### src/rtl/calc_pkg.sv
// Shared definitions for the calculator key-entry front end, ALU and display driver.
package calc_pkg;

   localparam int PHASE_W = 3;

   typedef enum logic [PHASE_W-1:0] {
      ST_ENTER_A  = 3'd0,
      ST_SELECT_OP = 3'd1,
      ST_ENTER_B  = 3'd2,
      ST_ISSUE    = 3'd3,
      ST_SHOW     = 3'd4
   } state_t;

   localparam logic [1:0] OP_ADD = 2'd0;
   localparam logic [1:0] OP_SUB = 2'd1;
   localparam logic [1:0] OP_AND = 2'd2;
   localparam logic [1:0] OP_OR  = 2'd3;

endpackage

### src/rtl/calc_digit_edit.sv
// Increments or decrements one hex nibble of a value, wrapping within the nibble.
module calc_digit_edit #(
   parameter int W = 16,
   localparam int DIGITS = W / 4,
   localparam int CW = $clog2(DIGITS)
) (
   input  logic [W-1:0]  value,
   input  logic [CW-1:0] cursor,
   input  logic          inc,
   input  logic          dec,
   output logic [W-1:0]  result
);

   logic [3:0] nib;

   always_comb begin
      result = value;
      nib    = value[{cursor, 2'b00} +: 4];
      // Nibble arithmetic is 4 bits wide, so carries never reach the neighbours
      if (inc)
         result[{cursor, 2'b00} +: 4] = nib + 4'd1;
      else if (dec)
         result[{cursor, 2'b00} +: 4] = nib - 4'd1;
   end

endmodule

### src/rtl/calc_key_entry.sv
// Turns debounced button presses into two hex operands and an opcode, then offers them to the ALU.
module calc_key_entry
   import calc_pkg::*;
#(
   parameter int W = 16,
   localparam int DIGITS = W / 4,
   localparam int CW = $clog2(DIGITS)
) (
   input  logic               clk,
   input  logic               rst,
   input  logic               btn_up,
   input  logic               btn_down,
   input  logic               btn_left,
   input  logic               btn_right,
   input  logic               btn_center,
   input  logic               calc_ready,
   output logic [W-1:0]       operand_a,
   output logic [W-1:0]       operand_b,
   output logic [1:0]         opcode,
   output logic [CW-1:0]      cursor,
   output logic [PHASE_W-1:0] phase,
   output logic               calc_valid
);

   state_t        state, next_state;
   logic [W-1:0]  operand_a_n, operand_b_n;
   logic [1:0]    opcode_n;
   logic [CW-1:0] cursor_n;
   logic          calc_valid_n;
   logic [W-1:0]  edit_value, edit_result;
   logic          ev_center, ev_up, ev_down, ev_left, ev_right;

   // One event per cycle: higher-priority presses mask the rest
   assign ev_center = btn_center;
   assign ev_up     = btn_up    & ~btn_center;
   assign ev_down   = btn_down  & ~btn_center & ~btn_up;
   assign ev_left   = btn_left  & ~btn_center & ~btn_up & ~btn_down;
   assign ev_right  = btn_right & ~btn_center & ~btn_up & ~btn_down & ~btn_left;

   assign edit_value = (state == ST_ENTER_B) ? operand_b : operand_a;

   calc_digit_edit #(.W(W)) u_digit_edit (
      .value  (edit_value),
      .cursor (cursor),
      .inc    (ev_up),
      .dec    (ev_down),
      .result (edit_result)
   );

   always_ff @(posedge clk or posedge rst) begin
      if (rst)
         state <= ST_ENTER_A;
      else
         state <= next_state;
   end

   always_comb begin
      next_state = state;
      case (state)
         ST_ENTER_A:   if (ev_center) next_state = ST_SELECT_OP;
         ST_SELECT_OP: if (ev_center) next_state = ST_ENTER_B;
         ST_ENTER_B:   if (ev_center) next_state = ST_ISSUE;
         ST_ISSUE:     if (calc_valid && calc_ready) next_state = ST_SHOW;
         ST_SHOW:      if (ev_center) next_state = ST_ENTER_A;
         default:      next_state = ST_ENTER_A;
      endcase
   end

   always_comb begin
      operand_a_n = operand_a;
      operand_b_n = operand_b;
      opcode_n    = opcode;
      cursor_n    = cursor;
      case (state)
         ST_ENTER_A, ST_ENTER_B: begin
            if (ev_up || ev_down) begin
               if (state == ST_ENTER_A)
                  operand_a_n = edit_result;
               else
                  operand_b_n = edit_result;
            end
            if (ev_left)
               cursor_n = (cursor == CW'(DIGITS - 1)) ? '0 : cursor + CW'(1);
            else if (ev_right)
               cursor_n = (cursor == '0) ? CW'(DIGITS - 1) : cursor - CW'(1);
         end
         ST_SELECT_OP: begin
            if (ev_up)
               opcode_n = opcode + 2'd1;
            else if (ev_down)
               opcode_n = opcode - 2'd1;
         end
         ST_SHOW: begin
            if (ev_center) begin
               operand_a_n = '0;
               operand_b_n = '0;
               opcode_n    = OP_ADD;
            end
         end
         default: ;
      endcase
      if (next_state != state)
         cursor_n = '0;
      // Valid is asserted on entry to ISSUE and held until the transfer edge
      calc_valid_n = (next_state == ST_ISSUE);
   end

   always_ff @(posedge clk or posedge rst) begin
      if (rst) begin
         operand_a  <= '0;
         operand_b  <= '0;
         opcode     <= OP_ADD;
         cursor     <= '0;
         calc_valid <= 1'b0;
      end else begin
         operand_a  <= operand_a_n;
         operand_b  <= operand_b_n;
         opcode     <= opcode_n;
         cursor     <= cursor_n;
         calc_valid <= calc_valid_n;
      end
   end

   assign phase = state;

endmodule

### config.mk
export PLATFORM = sky130hd
export DESIGN_NAME = calc_key_entry
export DESIGN_NICKNAME = d
export VERILOG_FILES = /design/src/rtl/calc_pkg.sv /design/src/rtl/calc_digit_edit.sv /design/src/rtl/calc_key_entry.sv
export SDC_FILE = /design/constraint.sdc
export NUM_CORES = 1
export LEC_CHECK = 0
export ABC_AREA = 1
export BUFFER_PORTS_ARGS = -buffer_cell sky130_fd_sc_hd__buf_2
export CAP_MARGIN = 20
export CORE_UTILIZATION = 40
export CTS_CLUSTER_SIZE = 16
export DETAILED_ROUTE_END_ITERATION = 7
export GPL_TIMING_DRIVEN = 0
export HOLD_SLACK_MARGIN = 0.06
export MAX_ROUTING_LAYER = met4
export SYNTH_ARGS = -nofsm -noshare
export SYNTH_HDL_FRONTEND = slang
export SYNTH_SLANG_ARGS = --single-unit
### constraint.sdc
create_clock -name clk -period 2.48 [get_ports clk]
set_clock_uncertainty 0.2 [all_clocks]
set_input_delay 0.124 -clock clk [delete_from_list [all_inputs] [get_ports clk]]
set_output_delay 0.124 -clock clk [all_outputs]
set_load 0.05 [all_outputs]
* Word level (Yosys, flattened, before mapping)
Cells that the tools add are included.
Cells by class: add/sub/neg operators 7, multipliers 0, div/mod/pow operators 0, magnitude comparators 0, equality and inequality tests 12, shift operators 4, muxes and demuxes 28, bitwise logic cells 14, reductions and logical operators 13
Operators with widths (number):
- 16-bit two-way mux | 8
- 16-bit one-hot mux with 2 select lines | 2
- 16-bit bitwise mux | 2
- 4-bit by 6-bit indexed part select with 16-bit output | 2
- 2-bit two-way mux | 9
- 4-bit by 6-bit variable shift with 16-bit output, first input constant | 1
- 16-bit by 5-bit indexed part select with 4-bit output | 1
- 3-bit two-way mux | 5
- 3-bit one-hot mux with 5 select lines | 1
- 1-bit AND | 10
- 3-bit by 2-bit equality test with 1-bit output, second input constant | 3
- 2-bit != test, second input constant | 4
- 4-bit AND reduction | 2
- 4-bit negator with 6-bit output | 1
- 2-bit nonzero test | 3
- 2-bit by 1-bit adder with 2-bit output, second input constant | 2
- 4-bit by 1-bit adder with 4-bit output, second input constant | 1
- 1-bit inverter | 4
- 2-bit one-hot mux with 2 select lines | 1
- 2-bit by 1-bit subtractor with 2-bit output, second input constant | 2
- 4-bit by 1-bit subtractor with 4-bit output, second input constant | 1
- 3-bit by 1-bit equality test with 1-bit output, second input constant | 1
- 3-bit equality test, second input constant | 1
- 3-bit logical NOT | 1
- other kinds (10) | 10
Word-level totals: bits in registers 40, bits in latches 0, RAM bits 0, ROM bits 0, output and inout port bits 40, memories kept 0

* Longest topological paths before layout
depth after elaboration 11, gate-level depth with buffers 15

* Cells and area by module
A second synthesis with hierarchy kept.
Unflattened totals: cells, all modules 422, area total of the unflattened synthesis 3194.3 µm²
By module, submodules not included:
- calc_key_entry | instances 1, cells each 221, area each 2159.6 µm², sequential area each 1001.0 µm²
- calc_digit_edit | instances 1, cells each 201, area each 1034.7 µm², sequential area each 0.0 µm²

* Worst setup path after synthesis
No wires, ideal clock.
path kind register -> register, start register cursor[1], end register operand_a[10], data arrival time 2711 ps, setup slack -513 ps, cell stages (with the launch flop) 13, path buffers 0, clock period less this slack 2993 ps, cells stage by stage dfrtp_1 clkinv_1 ha_1 inv_1 nor3_1 inv_1 nor2_1 nand2_1 inv_1 nand2_1 a21oi_1 nand3_1 o21ai_0
Between the ends: word-level cells in the longest chain between the ends 9
RTL lines:
- start: declaration | line calc_key_entry.sv:20 | output logic [CW-1:0] cursor,
- start signal: assignment | line calc_key_entry.sv:119 | cursor <= cursor_n;
- 16-bit by 5-bit indexed part select with 4-bit output | line calc_digit_edit.sv:18 | nib = value[{cursor, 2'b00} +: 4];
- 4-bit by 1-bit subtractor with 4-bit output | line calc_digit_edit.sv:23 | result[{cursor, 2'b00} +: 4] = nib - 4'd1;
- 4-bit by 6-bit indexed part select with 16-bit output | line calc_digit_edit.sv:23
- 16-bit bitwise mux | line calc_digit_edit.sv:23
- 16-bit two-way mux | line calc_digit_edit.sv:22 | else if (dec)
- 16-bit two-way mux * | line calc_digit_edit.sv:20 | if (inc)
- 16-bit two-way mux * | line calc_key_entry.sv:77 | if (state == ST_ENTER_A)
- 16-bit two-way mux * | line calc_key_entry.sv:76 | if (ev_up || ev_down) begin
- 16-bit one-hot mux with 2 select lines * | line calc_key_entry.sv:74 | case (state)
- end signal: assignment | line calc_key_entry.sv:116 | operand_a <= operand_a_n;
- end: declaration | line calc_key_entry.sv:17 | output logic [W-1:0] operand_a,
Mark *: on every way between the ends. The rest lies on a longest branch, timed or not. The select of a mux whose other input is x is not followed. A chain may end at the register's enable or synchronous reset.

* Worst setup path after layout
start register state[2], in the netlist phase[2], end register operand_a[2]
Between the ends: word-level cells in the longest chain between the ends 11
RTL lines:
- start: declaration | line calc_key_entry.sv:25 | state_t state, next_state;
- start signal: assignment | line calc_key_entry.sv:54 | state <= next_state;
- 3-bit by 2-bit equality test with 1-bit output | line calc_key_entry.sv:40, calc_key_entry.sv:74
- 16-bit two-way mux | line calc_key_entry.sv:40 | assign edit_value = (state == ST_ENTER_B) ? operand_b : operand_a;
- 16-bit by 5-bit indexed part select with 4-bit output | line calc_digit_edit.sv:18
- 4-bit by 1-bit subtractor with 4-bit output | line calc_digit_edit.sv:23
- 4-bit by 6-bit indexed part select with 16-bit output | line calc_digit_edit.sv:23
- 16-bit bitwise mux | line calc_digit_edit.sv:23
- 16-bit two-way mux | line calc_digit_edit.sv:22
- 16-bit two-way mux | line calc_digit_edit.sv:20
- 16-bit two-way mux | line calc_key_entry.sv:77
- 16-bit two-way mux | line calc_key_entry.sv:76
- 16-bit one-hot mux with 2 select lines | line calc_key_entry.sv:74
Parallel ways exist; a longest one is shown, timed or not. The select of a mux whose other input is x is not followed.

==> flow_summary.yaml <==
global_routing:
  use_met2_pct: 45.7
  grt_pass1_vias: 3187
  grt_most_used_layer: "met2"
  grt_use_met3_pct: 4.80
  track_usage_pct: 29.0
  antenna_found_initial: 0
  grt-ovfl-total: 0
  grt_max_degree: 41
  met1_usage_pct: 38.8
  grt_pass1_wl_um: 17500
floorplan:
  rows: 31
  dieHeight_um: 90.3
  core_mm2: 0.00741
  die_w_um: 90.3
  initial_core_util_pct: 42.1
  ioPinCount: 48
  dieArea_mm2: 0.00815
place:
  placement.io_buffers: 47
  gp_congestion: 0.940
  place_area_mm2: 0.00351
  hpwl_um: 8060
  dpl.cell_count: 601
synthesis:
  synth_compound_gate_area_share_pct: 13.5
  synth_fa_ha_area_share_pct: 3.21
  syn-cell-area_mm2: 0.00312
  synth_top_family_by_area: "simple AND/OR/NAND/NOR gates"
  synth.avg_cell_area_um2: 6.85
  ys_seq_elements: 40
  yosysSeqAreaShare_pct: 32.1
  synth_flop_cell: "dfrtp_1"
  synthMuxAreaShare_pct: 0
  synthesis.nets: 471
  async_flop_share_pct: 100
  synth-xor-area-share_pct: 1.32
  synth_edf_count: 0
  synthSimpleGateAreaFrac_pct: 37.9
  synth_cell_types: 39
  ys_warn_count: 0
  netlist_instances: 455
finish:
  drive_above_1_share_pct: 38.3
  final_area_mm2: 0.00433
  fin_nets: 564
  layout_commonest_cell: "nand2_1"
  layout.cells.non_filler: 648
  area_growth_syn_to_layout_pct: 38.8
  final_cell_mix: "87 x nand2_1, 58 x nand3_1, 55 x inv_1"
  nFillCells: 702
  final_util_pct: 58.4
  n_antenna_cell: 0
flow_run:
  max-cap-violations: 0
clocking:
  cts_root_buf: "clkbuf_8"
  clock_latency_ns: 0.30
  h-tree-depth: 2
  cts_tree: "built"
  cts_sinks: 40
  cts_max_path_buffers: 2
  clk_pin_slew_ns: 0.08
  cts_buffers: 5
route:
  drtIter0Drc: 236
  num_vias: 3516
  drt-total-wl_um: 11600
  drc: 0
  viasPerCell: 5.43
  ant_nets: 0
  post_drt_wl_per_cell_um: 18.0
  firstDrtPassIters: 5
sta:
  rsz0062_at_grt: "yes"
  drv_slew: 0
  hold_viol_final: 0
  setup_viol: 0
  worst_hold_slack_ns: 0.0607
  period_minus_slack_ns: 2.43
  max-slew-margin-rel_pct: 41.9
  fmax_mhz: 412
  timing.final.crit_share_pct: 97.9
  worst_pin_slew_ns: 0.871
setup_path:
  worst_path_largest_cell_delay_ns: 0.44
  worstPathArrival_ns: 2.45
  worstPathRequired_ns: 2.50
  end_kind: "register"
  worstPathCellList: "nor2_4 -> nand2_4 -> buf_12 -> nand2_2 -> nand3_1 -> nand3_1 -> nand2_4 -> ha_4 -> xnor2_4 -> buf_4 -> a21o_1 -> nand3_2 -> o21ai_1"
  critical_path.top_delay_family: "simple AND/OR/NAND/NOR gates"
  path_max_fanout: 5
  startpoint_type: "register"
  slowest_stage: "dfrtp_2"
  cp.buffers_inverters: 2
  path_class: "register to register"
status:
  status: "completed"
hold_path:
  hp-class: "input port to register"
==> synthesized netlist by cell type, types with 4 or more instances <==
library cell / instances / area share (%)
o211ai_1: 4 / 0.96
nand3b_1: 7 / 1.7
nor2_1: 20 / 2.4
o21ai_1: 14 / 2.2
a21oi_1: 6 / 0.96
ha_1: 8 / 3.2
o221ai_1: 4 / 1.1
nand2_2: 12 / 2.4
inv_2: 8 / 0.96
buf_4: 5 / 1.2
nand3_1: 81 / 13
inv_1: 62 / 7.5
dfrtp_1: 40 / 32
nand2_1: 104 / 13
nand4_1: 6 / 1.2
o21ai_0: 29 / 4.7
buf_2: 6 / 0.96
nor3_1: 5 / 0.80
==> state kept, by name (all words and copies together), names as in the netlist <==
register	count
calc_valid	1
cursor	2
opcode	2
operand_a	16
operand_b	16
phase	3
==> per-stage QoR <==
stage          setup TNS, ns  setup slack, ns
6_report                   0           0.0523
5_1_grt               -0.124          -0.0376
4_1_cts                    0         0.000240
3_5_place_dp           -9.49           -0.579
3_3_place_gp          -10.35           -0.609
2_1_floorplan              0          0.00531
==> path summary, 6_finish.rpt <==
| check | from | endpoint | slack, ns | cells past startpoint |
|---|---|---|---|---|
| setup / recovery | phase[2] | operand_a[2] | 0.05 | 13 |
| hold / removal | btn_right | cursor[1] | 0.06 | 5 |
| setup reg to reg | phase[2] | operand_a[2] | 0.05 | 13 |
| hold reg to reg | operand_a[7] | operand_a[7] | 0.30 | 2 |
| max in group asynchronous | rst | cursor[0] | 1.12 | 3 |
| min in group asynchronous | rst | operand_b[11] | 0.35 | 3 |
==> worst min-delay path, delay by kind of cell <==
family | cells | cell delay (ns)
AND/OR/NAND/NOR | 1 | 0.07
buffers and inverters | 2 | 0.15
AO/OA/AOI/OAI | 2 | 0.16
==> kinds of logic (layout without fill, tap and decap cells) <==
group                      Yosys count  count (layout)
adders and majority gates            8               8
DFF                                 40              40
AOI/OAI and AO/OA                   70              70
and+or+nand+nor                    247             247
buffers and inverters               87             181
xor gates and xnor gates             3               3
==> layer usage <==
metal  vias up  share of wire [%]
li1       1693                  -
met1      1654                 46
met2       149                 47
met3        20                5.7
met4         0                1.6
met5         -                  0
==> timing repair <==
item | CTS | global route
pin swaps | 11 | 38
gates resized for setup | 25 | 77
cloned | 0 | 1
setup endpoints to repair | 28 | 30
hold buffers | 7 | 0
setup buffers | 14 | 18
endpoints found under the hold margin | 45 | 0
==> final cells by class <==
type	instances	area, um2	share of cell area [%]
Buffer	15	149	3.44
Clock buffer	8	90.1	2.08
Inverter	71	284	6.56
Multi-Input combinational cell	328	2100	48.5
Sequential cell	40	1010	23.3
Tap cell	99	124	2.86
Timing Repair Buffer	87	574	13.3
Power is not shown: default switching activity piles up to over one toggle a cycle in this logic, so the estimate is an artifact.
